<file path="config.mk">
export PLATFORM = sky130hd
export DESIGN_NAME = ex_muldiv
export DESIGN_NICKNAME = d
export VERILOG_FILES = /design/src/rtl/muldiv_pkg.sv /design/src/rtl/muldiv_signfix.sv /design/src/rtl/ex_muldiv.sv
export SDC_FILE = /design/constraint.sdc
export NUM_CORES = 1
export LEC_CHECK = 0
export CELL_PAD_IN_SITES_DETAIL_PLACEMENT = 1
export CELL_PAD_IN_SITES_GLOBAL_PLACEMENT = 2
export CORE_MARGIN = 2
export CORE_UTILIZATION = 38
export DETAILED_ROUTE_END_ITERATION = 10
export PLACE_DENSITY = 0.89
export SLEW_MARGIN = 20
export SYNTH_ARGS = -nofsm -noshare
export SYNTH_HDL_FRONTEND = slang
export SYNTH_HIERARCHICAL = 1
export SYNTH_SLANG_ARGS = --single-unit
</file>
<file path="constraint.sdc">
create_clock -name clk -period 7.2 [get_ports clk]
set_input_delay 1.8 -clock clk [delete_from_list [all_inputs] [get_ports clk]]
set_output_delay 1.8 -clock clk [all_outputs]
set_load 0.005 [all_outputs]
</file>
<file path="src/rtl/muldiv_pkg.sv">
// Shared encodings and constants for the EX-stage multiply/divide unit.
package muldiv_pkg;

  typedef enum logic [1:0] {
    OP_MULT  = 2'b00,
    OP_MULTU = 2'b01,
    OP_DIV   = 2'b10,
    OP_DIVU  = 2'b11
  } op_e;

  typedef enum logic [1:0] {
    ST_IDLE = 2'b00,
    ST_CALC = 2'b01,
    ST_FIX  = 2'b10
  } state_e;

  localparam int unsigned ITERATIONS = 32;
  localparam logic [31:0] DIV0_QUOT  = 32'hFFFF_FFFF;

endpackage

</file>
<file path="src/rtl/muldiv_signfix.sv">
// Sign handling: operand magnitudes on entry, conditional negation of the result in FIX.
module muldiv_signfix
  import muldiv_pkg::*;
(
  input  logic [31:0] src_a,
  input  logic [31:0] src_b,
  input  logic        is_signed,
  output logic [31:0] abs_a,
  output logic [31:0] abs_b,
  input  logic        mul_mode,
  input  logic        neg_hi,
  input  logic        neg_lo,
  input  logic [31:0] in_hi,
  input  logic [31:0] in_lo,
  output logic [31:0] out_hi,
  output logic [31:0] out_lo
);

  logic [63:0] prod_neg;

  always_comb begin
    abs_a = (is_signed && src_a[31]) ? (~src_a + 32'd1) : src_a;
    abs_b = (is_signed && src_b[31]) ? (~src_b + 32'd1) : src_b;
  end

  assign prod_neg = ~{in_hi, in_lo} + 64'd1;

  // Multiply negates the full 64-bit product; divide negates quotient and remainder separately.
  always_comb begin
    out_hi = in_hi;
    out_lo = in_lo;
    if (mul_mode) begin
      if (neg_lo) begin
        out_hi = prod_neg[63:32];
        out_lo = prod_neg[31:0];
      end
    end else begin
      if (neg_hi) out_hi = ~in_hi + 32'd1;
      if (neg_lo) out_lo = ~in_lo + 32'd1;
    end
  end

endmodule

</file>
<file path="src/rtl/ex_muldiv.sv">
// Iterative radix-2 multiply/divide unit with architectural HI/LO registers.
module ex_muldiv
  import muldiv_pkg::*;
(
  input  logic        clk,
  input  logic        reset,
  input  logic        start,
  input  logic [1:0]  op,
  input  logic [31:0] src_a,
  input  logic [31:0] src_b,
  input  logic        abort,
  input  logic        wr_hi,
  input  logic        wr_lo,
  input  logic [31:0] wr_data,
  output logic        busy,
  output logic        done,
  output logic [31:0] hi,
  output logic [31:0] lo
);

  state_e      state, state_nx;
  op_e         op_in, op_q;
  logic [4:0]  cnt;
  logic [31:0] mcd_q;
  logic [31:0] acc_q;
  logic [31:0] shr_q;
  logic [31:0] raw_a_q;
  logic        neg_hi_q, neg_lo_q, dz_q;

  logic        launch, signed_in, is_div_in, dz_in, sgn_x;
  logic [31:0] abs_a, abs_b, fix_hi, fix_lo;
  logic [32:0] add_sum, div_shift, div_diff;

  assign op_in     = op_e'(op);
  assign launch    = (state == ST_IDLE) && start && !abort;
  assign signed_in = (op_in == OP_MULT) || (op_in == OP_DIV);
  assign is_div_in = op_in[1];
  assign dz_in     = is_div_in && (src_b == '0);
  assign sgn_x     = src_a[31] ^ src_b[31];

  muldiv_signfix u_signfix (
    .src_a     (src_a),
    .src_b     (src_b),
    .is_signed (signed_in),
    .abs_a     (abs_a),
    .abs_b     (abs_b),
    .mul_mode  (!op_q[1]),
    .neg_hi    (neg_hi_q),
    .neg_lo    (neg_lo_q),
    .in_hi     (acc_q),
    .in_lo     (shr_q),
    .out_hi    (fix_hi),
    .out_lo    (fix_lo)
  );

  always_ff @(posedge clk or negedge reset) begin
    if (!reset) state <= ST_IDLE;
    else        state <= state_nx;
  end

  always_comb begin
    state_nx = state;
    case (state)
      ST_IDLE: if (launch) state_nx = dz_in ? ST_FIX : ST_CALC;
      ST_CALC: begin
        if (abort)                               state_nx = ST_IDLE;
        else if (cnt == 5'(ITERATIONS - 1))      state_nx = ST_FIX;
      end
      ST_FIX:  state_nx = ST_IDLE;
      default: state_nx = ST_IDLE;
    endcase
  end

  always_comb begin
    busy = (state != ST_IDLE);
  end

  // Multiply keeps {acc, shr} as the shifting product; divide shifts the dividend out of shr into acc.
  assign add_sum   = {1'b0, acc_q} + (shr_q[0] ? {1'b0, mcd_q} : 33'd0);
  assign div_shift = {acc_q, shr_q[31]};
  assign div_diff  = div_shift - {1'b0, mcd_q};

  always_ff @(posedge clk or negedge reset) begin
    if (!reset) begin
      op_q     <= OP_MULT;
      cnt      <= '0;
      mcd_q    <= '0;
      acc_q    <= '0;
      shr_q    <= '0;
      raw_a_q  <= '0;
      neg_hi_q <= 1'b0;
      neg_lo_q <= 1'b0;
      dz_q     <= 1'b0;
    end else if (launch) begin
      op_q     <= op_in;
      cnt      <= '0;
      acc_q    <= '0;
      raw_a_q  <= src_a;
      mcd_q    <= is_div_in ? abs_b : abs_a;
      shr_q    <= is_div_in ? abs_a : abs_b;
      neg_lo_q <= signed_in && sgn_x;
      neg_hi_q <= (op_in == OP_DIV) && src_a[31];
      dz_q     <= dz_in;
    end else if (state == ST_CALC && !abort) begin
      cnt <= cnt + 5'd1;
      if (!op_q[1]) begin
        acc_q <= add_sum[32:1];
        shr_q <= {add_sum[0], shr_q[31:1]};
      end else if (!div_diff[32]) begin
        acc_q <= div_diff[31:0];
        shr_q <= {shr_q[30:0], 1'b1};
      end else begin
        acc_q <= div_shift[31:0];
        shr_q <= {shr_q[30:0], 1'b0};
      end
    end
  end

  always_ff @(posedge clk or negedge reset) begin
    if (!reset) begin
      hi   <= '0;
      lo   <= '0;
      done <= 1'b0;
    end else begin
      done <= (state == ST_FIX) && !abort;
      if (state == ST_FIX && !abort) begin
        hi <= dz_q ? raw_a_q   : fix_hi;
        lo <= dz_q ? DIV0_QUOT : fix_lo;
      end else if (state == ST_IDLE) begin
        if (wr_hi) hi <= wr_data;
        if (wr_lo) lo <= wr_data;
      end
    end
  end

endmodule

</file>
-- Word-level counts from Yosys, hierarchy flattened
Index checks and enable logic that the tools add are counted.
- input bits: 104
- register bits after elaboration: 205
- logic and storage cells: 89
- add/sub/neg operators: 8
- equal/unequal tests: 6
- muxes and demuxes: 34
- reduce and logical (&&, ||, !) cells: 22
- bitwise logic cells: 6
- operators by type and width (operator ; number):
    $mux 32 ; 26
    $add 32x1->32 const B ; 4
    $not 32->32 ; 4
    $add 64x1->64 const B ; 1
    $not 64->64 ; 1
    $add 32x32->33 ; 1
    $sub 33x32->33 ; 1
    $logic_not 32->1 ; 1
    $mux 5 ; 2
    $reduce_bool 2->1 ; 5
    $logic_and 1x1->1 ; 9
    $mux 2 ; 4
    $reduce_and 2->1 ; 3
    $add 5x1->5 const B ; 1
    $eq 5x5->1 const B ; 1
    $eq 2x2->1 const B ; 2
    $logic_not 2->1 ; 2
    $pmux 2 s2 ; 1
    $ne 3x3->1 const B ; 1
    $eq 2x1->1 const B ; 1
    $ne 2x2->1 const B ; 1
    $logic_not 1->1 ; 1
    $logic_or 1x1->1 ; 1
    $mux 1 ; 1
    $xor 1x1->1 ; 1

-- Longest topological paths before layout
Gate-level depths: netlist (run 1).
- word-level depth: 6
- mapped depth: 14

-- Cells and area by module
The synthesis (run 1) kept the hierarchy.
- by module, submodules not included (module ; cells an instance ; times used ; seq. area each (µm²) ; area an instance (µm²)):
    ex_muldiv ; 1683 ; 1 ; 5104.9 ; 13988.4
    muldiv_signfix ; 435 ; 1 ; 0.0 ; 2830.2

-- Least setup slack after synthesis (run 1)
No wires, ideal clock.
- kind: in2reg
- start: input src_a[16]
- end: register shr_q[29]
- cell stages on the path: 8
- arrival time: 3.967 ns
- library setup time: 0.090 ns
- setup slack: 3.142 ns
- required time: 7.110 ns
- cells stage by stage: or4_4 or4_1 buf_2 or3_4 o41ai_2 xnor2_1 mux2i_1 o221ai_1
- longest elaborated chain between the ends: 5
- ends and longest elaborated chain (element ; line ; RTL):
    start: declaration ; ex_muldiv.sv:9 ; input logic [31:0] src_a,
    $not 32->32 ; muldiv_signfix.sv:22 ; abs_a = (is_signed && src_a[31]) ? (~src_a + 32'd1) : src_a;
    $add 32x1->32 ; muldiv_signfix.sv:22 ;
    $mux 32 ; muldiv_signfix.sv:22 ;
    net abs_a[29] ; ex_muldiv.sv:31 ; logic [31:0] abs_a, abs_b, fix_hi, fix_lo;
    $mux 32 ; ex_muldiv.sv:100 ; shr_q <= is_div_in ? abs_a : abs_b;
    $mux 32 ; ex_muldiv.sv:94 ; end else if (launch) begin
    end signal: assignment ; ex_muldiv.sv:100 ;
    end signal: assignment ; ex_muldiv.sv:108 ; shr_q <= {add_sum[0], shr_q[31:1]};
    end signal: assignment ; ex_muldiv.sv:111 ; shr_q <= {shr_q[30:0], 1'b1};
    end: declaration ; ex_muldiv.sv:26 ; logic [31:0] shr_q;
The timed path passes the listed nets, and every way through them passes these cells.
A chain may end at the register's enable or synchronous reset.

-- Worst setup path in the final report (run 1)
- start: register shr_q[31]
- end: register hi[27]
- longest elaborated chain between the ends: 6
- ends and longest elaborated chain (element ; line ; RTL):
    $not 64->64 ; muldiv_signfix.sv:26 ; assign prod_neg = ~{in_hi, in_lo} + 64'd1;
    $add 64x1->64 ; muldiv_signfix.sv:26 ;
    $mux 32 ; muldiv_signfix.sv:33 ; if (neg_lo) begin
    $mux 32 ; muldiv_signfix.sv:32 ; if (mul_mode) begin
    net fix_hi[27] ; ex_muldiv.sv:31 ;
    $mux 32 ; ex_muldiv.sv:127 ; hi <= dz_q ? raw_a_q : fix_hi;
    $mux 32 ; ex_muldiv.sv:126 ; if (state == ST_FIX && !abort) begin
    end signal: assignment ; ex_muldiv.sv:127 ;
    end signal: assignment ; ex_muldiv.sv:130 ; if (wr_hi) hi <= wr_data;
    end: declaration ; ex_muldiv.sv:17 ; output logic [31:0] hi,
The timed path passes the listed nets, and every way through them passes these cells.

==> impl_metrics.tcl, run 1 <==
set metrics [dict create \
    report.final.hold_viol_count 0 \
    clockBufferDepth 3 \
    fp.dieH_um 214.4 \
    vias_per_cell 6.000 \
    synth_top_area_share 0.3035 \
    overflow 0 \
    worst_pin_slew_ns 1.113 \
    ys_async_sr_fraction 1.000 \
    timing_worst_setup_path_type "reg2reg" \
    start_util 0.3828 \
    die_area_um2 45960 \
    clk_pin_slew_ns 0.06 \
    design_area_um2 19720 \
    track_usage 0.2809 \
    syn_area_um2 16820 \
    stdcell_count 2820 \
    rows 77 \
    hold_buffers 0 \
    clockRootBuffer "clkbuf_16" \
    rsz0062_at_grt "false" \
    cts_buffers 25 \
    fin_ws_ns 2.578 \
    grt_pass1_vias 17527 \
    synth_top_cell_by_area "dfrtp_1" \
    placed_cell_area_um2 18950 \
    setup_violations 0 \
    worst-path-buf-inv 0 \
    via_count 16921 \
    port_buffers 169 \
    synthCells 2118 \
    grt_antenna_before_repair 4 \
    final_cell_mix "nand2_1 (404), dfrtp_1 (201), clkdlybuf4s50_1 (167)" \
    wl_per_cell_um 23.29 \
    slowest_stage "nor3_1" \
    synth_fp_nets 2294 \
    synthTopCellsByArea "dfrtp_1 (30%), nand2_1 (9.1%), mux2i_1 (6.2%)" \
    gp_congestion 0.9192 \
    post-place-cells 2775 \
    place_ws_ns 2.376 \
    cts.sinks 204 \
    core_um2 43930 \
    areaGrowthSynthToFinish_pct 17.23 \
    required_ns 7.60 \
    syn_avg_cell_area_um2 7.941 \
    post_cts_buffers 0 \
    grt_pass1_wl_um 102600 \
    synth.distinct_cells 77 \
    worstSetupEndpointType "register" \
    slowest_delay_ns 0.84 \
    tritoncts "built" \
    fmax_mhz 216.4 \
    power.density_nw_per_um2 349.7 \
    drv_cap 0 \
    drc 0 \
    finalCritPeriodShare 0.6419 \
    grt_max_degree 116 \
    critPathLaunchType "register" \
    report.final.slew_viol_count 0 \
    detail_route.first_pass.iterations 5 \
    synth_ff_type "dfrtp_1" \
    final_nets 2386 \
    tns_ns 0 \
    max_slew_margin 0.2582 \
    final_common_cell "nand2_1" \
    crit_top_cell "a31oi_1" \
    cp.arrival_ns 5.03 \
    fin_worst_skew_ns 0.007946 \
    crit_chain "nor4_1, nor4b_1, a31oi_1, nor3_1, a31oi_1, xor2_1, nor2b_1, a211oi_1, a31oi_1" \
    cp_max_fo 6 \
    final_util 0.4488 \
    cts_repair_resize_count 0 \
    pin_count 170 \
    ys_ff_latch 204 \
    antenna_left 0 \
    totalPowerFinal_mw 6.894 \
    synth-edff-count 0 \
    h-tree-depth 1 \
    whs_ns 0.4755 \
    ir_worst_vdd_mv 0.1840 \
    ys_seq_area_frac 0.3035 \
    crit_family "simple AND/OR/NAND/NOR gates" \
    power_leakage_nw 8.448 \
    period_needed_ns 4.622 \
    hpwl_um 49340 \
    clk_latency_ns 0.54 \
    wirelength_um 65660 \
    die_x_um 214.4 \
    drive_gt1_frac 0.04674 \
    yosysWarnings 6 \
    hold_class "reg2reg" \
    status "finished, final reports clean" \
    drtIter0Drc 1346 \
]
## per-layer routing
metal  wire [um]  GRT usage
met1       29090     0.3858
met2       30500     0.4551
met3        3743    0.03489
met4        2321     0.1007
met5          13          0
## worst register-to-register path: stages, from the launching register on
cell,delay [ns]
dfrtp_1,0.53
nor4_1,0.77
nor4b_1,0.83
a31oi_1,0.40
nor3_1,0.84
a31oi_1,0.34
xor2_1,0.23
nor2b_1,0.16
a211oi_1,0.32
a31oi_1,0.07
## cell usage after synthesis (69+ instances only)
| cell type | instances |
|---|---|
| nand2_1 | 406 |
| dfrtp_1 | 204 |
| mux2i_1 | 105 |
| clkbuf_1 | 104 |
| a21oi_1 | 103 |
| nor2_1 | 103 |
| o21ai_0 | 103 |
| xnor2_1 | 101 |
| a31oi_1 | 87 |
| inv_1 | 71 |
| ha_1 | 70 |
| nor3_1 | 69 |
## where the power goes
group | total (mW) | switching, mW | internal, mW
sequential | 1.95 | 0.529 | 1.42
clock | 1.20 | 0.518 | 0.683
combinational | 3.75 | 2.21 | 1.53
## area by class of cell
| type | instances | area, um2 |
|---|---|---|
| repair buffers | 190 | 1851 |
| inverters | 71 | 266.5 |
| flip-flops and latches | 204 | 5109 |
| well taps | 592 | 740.7 |
| multi-input cells | 1718 | 10990 |
| clock inverters | 7 | 37.54 |
| fillers | 5345 | 24220 |
| clock buffers | 35 | 713.2 |
| diodes | 3 | 7.507 |
## cells by family after synthesis
group / share of synthesized area
AO/OA/AOI/OAI: 0.2134
XOR/XNOR: 0.08942
adder cells (fa/ha/maj): 0.05446
buffers and inverters: 0.04516
flip-flops: 0.3035
multiplexers: 0.06383
AND/OR/NAND/NOR: 0.2302
## registers in the layout, indices dropped and copies added, names as in the netlist
name      cells
hi           32
dz_q          1
lo           32
state         2
done          1
acc_q        32
raw_a_q      32
shr_q        32
neg_hi_q      1
op_q          1
cnt           5
mcd_q        32
neg_lo_q      1
## path summary, 6_finish.rpt
path	startpoint	end	slack [ns]	depth (start not counted)
worst max register to register	shr_q[31]	hi[27]	2.58	9
min in group asynchronous	reset	lo[24]	1.40	1
worst min register to register	raw_a_q[5]	raw_a_q[5]	0.48	2
worst min-delay path	raw_a_q[5]	raw_a_q[5]	0.48	2
max in group asynchronous	reset	op_q[1]	4.42	2
worst max-delay path	shr_q[31]	hi[27]	2.58	9
No activity file was read; power rests on OpenSTA's default activity.
==> run 2, diff against run 1 <==
CORE_UTILIZATION = 35   (was 38)
PLACE_DENSITY = 0.83   (was 0.89)
clock period = 4.6 ns   (was 7.2 ns; I/O delays follow)
==> impl_metrics.tcl, run 2 (same netlist as run 1, synthesis figures left out) <==
set metrics [dict create \
    status "finished, final reports clean" \
    areaGrowthSynthToFinish_pct 20.65 \
    multiInputGateArea_um2 10980 \
    port_buffers 169 \
    via_count 16873 \
    drc 0 \
    hold_class "reg2reg" \
    grt_pass1_vias 17381 \
    fin_worst_skew_ns 0.01371 \
    overflow 0 \
    hold_depth 2 \
    required_ns 5.04 \
    hold_buffers 0 \
    power.density_nw_per_um2 564.8 \
    crit_chain "buf_4, and2_1, ha_1, nand4_1, or4_1, a21boi_1, o211ai_1, a21bo_2, o41a_1, mux2i_1, a221o_1" \
    stdcell_count 2886 \
    hpwl_um 51160 \
    post_cts_buffers 0 \
    final_util 0.4268 \
    worstReg2RegEnd "acc_q[28]" \
    report.final.slew_viol_count 0 \
    tritoncts "built" \
    post-place-cells 2835 \
    ir_worst_vdd_mv 0.2692 \
    grt_max_degree 99 \
    wirelength_um 67270 \
    h-tree-depth 1 \
    timing.rr.start "shr_q[0]" \
    clockBufferDepth 3 \
    min-delay-start "raw_a_q[24]" \
    setup_violations 0 \
    clk_latency_ns 0.56 \
    cts.sinks 204 \
    clk_pin_slew_ns 0.06 \
    cp_max_fo 20 \
    grt_pass1_wl_um 103800 \
    drive_gt1_frac 0.06349 \
    slowest_stage "or4_1" \
    wl_per_cell_um 23.31 \
    slowest_delay_ns 0.62 \
    period_needed_ns 3.915 \
    start_util 0.3537 \
    detail_route.first_pass.iterations 5 \
    track_usage 0.2657 \
    report.final.hold_viol_count 0 \
    antenna_left 0 \
    final_nets 2424 \
    timing_worst_setup_path_type "reg2reg" \
    fp.dieH_um 223.2 \
    fmax_mhz 255.4 \
    reg2reg_slack_ns 0.68 \
    pin_count 170 \
    cts_buffers 26 \
    power_leakage_nw 8.758 \
    design_area_um2 20290 \
    rr_worst_depth 11 \
    cp.arrival_ns 4.35 \
    worst_pin_slew_ns 1.100 \
    final_cell_mix "nand2_1 (404), dfrtp_1 (202), clkdlybuf4s50_1 (167)" \
    vias_per_cell 5.847 \
    tns_ns 0 \
    hold_end "raw_a_q[24]" \
    rsz0062_at_grt "false" \
    finalCritPeriodShare 0.8511 \
    drv_cap 0 \
    whs_ns 0.4745 \
    ff_latch_area_um2 5110 \
    gp_congestion 0.9642 \
    die_area_um2 49820 \
    max_slew_margin 0.2636 \
    clockRootBuffer "clkbuf_16" \
    die_x_um 223.2 \
    drtIter0Drc 1235 \
    final_common_cell "nand2_1" \
    cts_repair_resize_count 0 \
    core_um2 47550 \
    rows 80 \
    placed_cell_area_um2 19320 \
    grt_antenna_before_repair 4 \
    critPathLaunchType "register" \
    worstSetupEndpointType "register" \
    fillers 5650 \
]
-- run 2: cell count changes in the layout (fill, tap and decap cells not counted), sizes merged --
cell,delta
bufinv,+6
clkbuf,+1
buf,+37
clkinv,-1
-- run 2: metal layers --
metal  routed length [um]  global-route usage
met1                30640              0.3668
met2                31030              0.4311
met3                 3583             0.03806
met4                 2018             0.07902
met5                    0                   0
-- run 2: metrics by stage --
stage / setup slack [ns] / power (mW)
6_report: 0.6849 / 11.46
4_1_cts: 0.7723 / 11.47
3_5_place_dp: 0.4009 / 9.058
2_1_floorplan: 1.192 / 6.868
3_3_place_gp: 0.4817 / 8.918
5_1_grt: 0.5059 / 12.23
-- run 2: worst max-delay path by stage --
stage,from,to,cells after the start
after detailed placement,src_a[16],shr_q[29],8
after global placement,src_a[16],shr_q[29],8
after CTS,shr_q[0],acc_q[28],11
final,shr_q[0],acc_q[28],11
after global routing,shr_q[0],acc_q[28],11
after floorplan,src_a[16],shr_q[29],8
-- run 2: report_power, final --
group | total, mW | leakage [nW] | internal [mW] | switching [mW]
Sequential | 2.94 | 2.56 | 2.22 | 0.720
Combinational | 6.17 | 5.73 | 2.55 | 3.61
Clock | 2.35 | 0.472 | 1.47 | 0.882
Total | 11.5 | 8.76 | 6.24 | 5.22
-- run 2: cell type report --
| type | instances | area share |
|---|---|---|
| multi-input combinational | 1718 | 0.5412 |
| inverter | 71 | 0.01313 |
| clock buffer | 36 | 0.03693 |
| timing repair buffer | 227 | 0.1080 |
| clock inverter | 12 | 0.01067 |
| sequential | 204 | 0.2518 |
| tap | 615 | 0.03792 |
| antenna | 3 | 0.0003700 |
-- run 2: worst max-delay path, delay by kind of cell (launching register included) --
kind / cells / cell delay [ns]
AO/OA/AOI/OAI: 5 / 1.45
adder cells (fa/ha/maj): 1 / 0.37
buffers and inverters: 1 / 0.30
flip-flops: 1 / 0.57
multiplexers: 1 / 0.14
AND/OR/NAND/NOR: 3 / 0.97
==> run 3, diff against run 2 <==
CTS_CLUSTER_DIAMETER = 30   (was default)
MAX_ROUTING_LAYER = met4   (was default)
SETUP_SLACK_MARGIN = 0.15   (was default)
==> impl_metrics.tcl, run 3 (same netlist as run 1, synthesis figures left out) <==
set metrics [dict create \
    drtIter0Drc 1181 \
    start_util 0.3537 \
    final_cell_mix "nand2_1 (404), dfrtp_1 (201), clkdlybuf4s50_1 (167)" \
    wl_per_cell_um 23.62 \
    tns_ns 0 \
    worstSetupEndpointType "register" \
    grt_util_met3 0.03977 \
    areaGrowthSynthToFinish_pct 27.52 \
    place_ws_ns 0.4042 \
    critPathLaunchType "register" \
    clockBufferDepth 3 \
    status "finished, final reports clean" \
    report.final.slew_viol_count 0 \
    grt_pass1_wl_um 107600 \
    rsz0062_at_grt "false" \
    grt_max_degree 89 \
    final_common_cell "nand2_1" \
    core_um2 47550 \
    post_cts_buffers 0 \
    setup_violations 0 \
    fmax_mhz 257.5 \
    clockRootBuffer "clkbuf_16" \
    power.density_nw_per_um2 630.0 \
    power_leakage_nw 9.321 \
    port_buffers 169 \
    detail_route.first_pass.iterations 5 \
    fin_ws_ns 0.7167 \
    period_needed_ns 3.883 \
    timing_worst_setup_path_type "reg2reg" \
    clk_pin_slew_ns 0.05 \
    drv_cap 0 \
    cp.arrival_ns 4.36 \
    die_area_um2 49820 \
    hold_class "reg2reg" \
    rows 80 \
    crit_family "compound AO/OA/AOI/OAI gates" \
    vias_per_cell 5.835 \
    post-place-cells 2836 \
    cp_max_fo 8 \
    wirelength_um 69630 \
    cts_buffers 59 \
    slowest_delay_ns 0.67 \
    stdcell_count 2948 \
    die_x_um 223.2 \
    hpwl_um 51950 \
    slowest_stage "o41ai_1" \
    met2_usage 0.4533 \
    grt_antenna_before_repair 3 \
    grt.met1_usage 0.3794 \
    via_count 17202 \
    cts.sinks 204 \
    h-tree-depth 2 \
    gp_congestion 0.9768 \
    top_usage_layer "met2" \
    hold_buffers 0 \
    max_slew_margin 0.2760 \
    worst-path-buf-inv 0 \
    worst_pin_slew_ns 1.086 \
    fin_worst_skew_ns 0.01900 \
    drive_gt1_frac 0.08966 \
    ir_worst_vdd_mv 0.3390 \
    finalCritPeriodShare 0.8442 \
    cts_repair_resize_count 0 \
    track_usage 0.2852 \
    grt_pass1_vias 17669 \
    final_nets 2458 \
    pin_count 170 \
    tritoncts "built" \
    clk_latency_ns 0.61 \
    crit_chain "or4_4, nor2_1, nand4_2, o21a_1, o41ai_1, xnor2_1, nor2b_1, a211oi_1, a31oi_1" \
    required_ns 5.07 \
    drc 0 \
    report.final.hold_viol_count 0 \
    antenna_left 0 \
    fp.dieH_um 223.2 \
    overflow 0 \
]
[run 3: worst reg2reg max path, delay by kind of cell, from the launching register on]
family | cells | cell delay (ns)
AOI/OAI and AO/OA | 4 | 1.62
and+or+nand+nor | 4 | 1.44
xor gates and xnor gates | 1 | 0.19
DFF | 1 | 0.50
[run 3: final timing paths]
kind | startpoint | endpoint | slack [ns] | depth (start not counted)
setup / recovery | shr_q[2] | hi[28] | 0.72 | 9
hold / removal | raw_a_q[16] | raw_a_q[16] | 0.47 | 2
setup reg to reg | shr_q[2] | hi[28] | 0.72 | 9
hold reg to reg | raw_a_q[16] | raw_a_q[16] | 0.47 | 2
max in group asynchronous | reset | raw_a_q[5] | 3.07 | 2
min in group asynchronous | reset | lo[24] | 0.58 | 1
[run 3: cell type report]
| class | count | area (um2) |
|---|---|---|
| flip-flops and latches | 204 | 5109 |
| inverters | 71 | 266.5 |
| well taps | 615 | 769.5 |
| multi-input cells | 1718 | 10980 |
| diodes | 2 | 5.005 |
| fillers | 5614 | 26100 |
| repair buffers | 228 | 2198 |
| clock inverters | 35 | 449.2 |
| clock buffers | 75 | 1668 |
[run 3: stage by stage]
stage               total power [mW]  hold slack [ns]    util  area (um2)
floorplan                      6.868           0.4465       -       16820
global placement               8.948           0.4585  0.4064       19320
detailed placement             9.113           0.4647  0.4064       19320
CTS                            13.51           0.4760  0.4509       21440
global route                   14.30           0.4914  0.4511       21450
finish                         13.51           0.4732  0.4511       21450
[run 3: metal layers]
layer / vias up / wire, um
met5: - / 0
met4: 0 / 1826
met3: 109 / 3697
met2: 513 / 32720
met1: 8625 / 31390
li1: 7955 / -
[run 3: report_power, final]
group	switching (mW)	internal, mW	total (mW)
sequential	0.699	2.23	2.93
clock	1.32	2.99	4.32
combinational	3.71	2.56	6.27
total	5.73	7.78	13.5
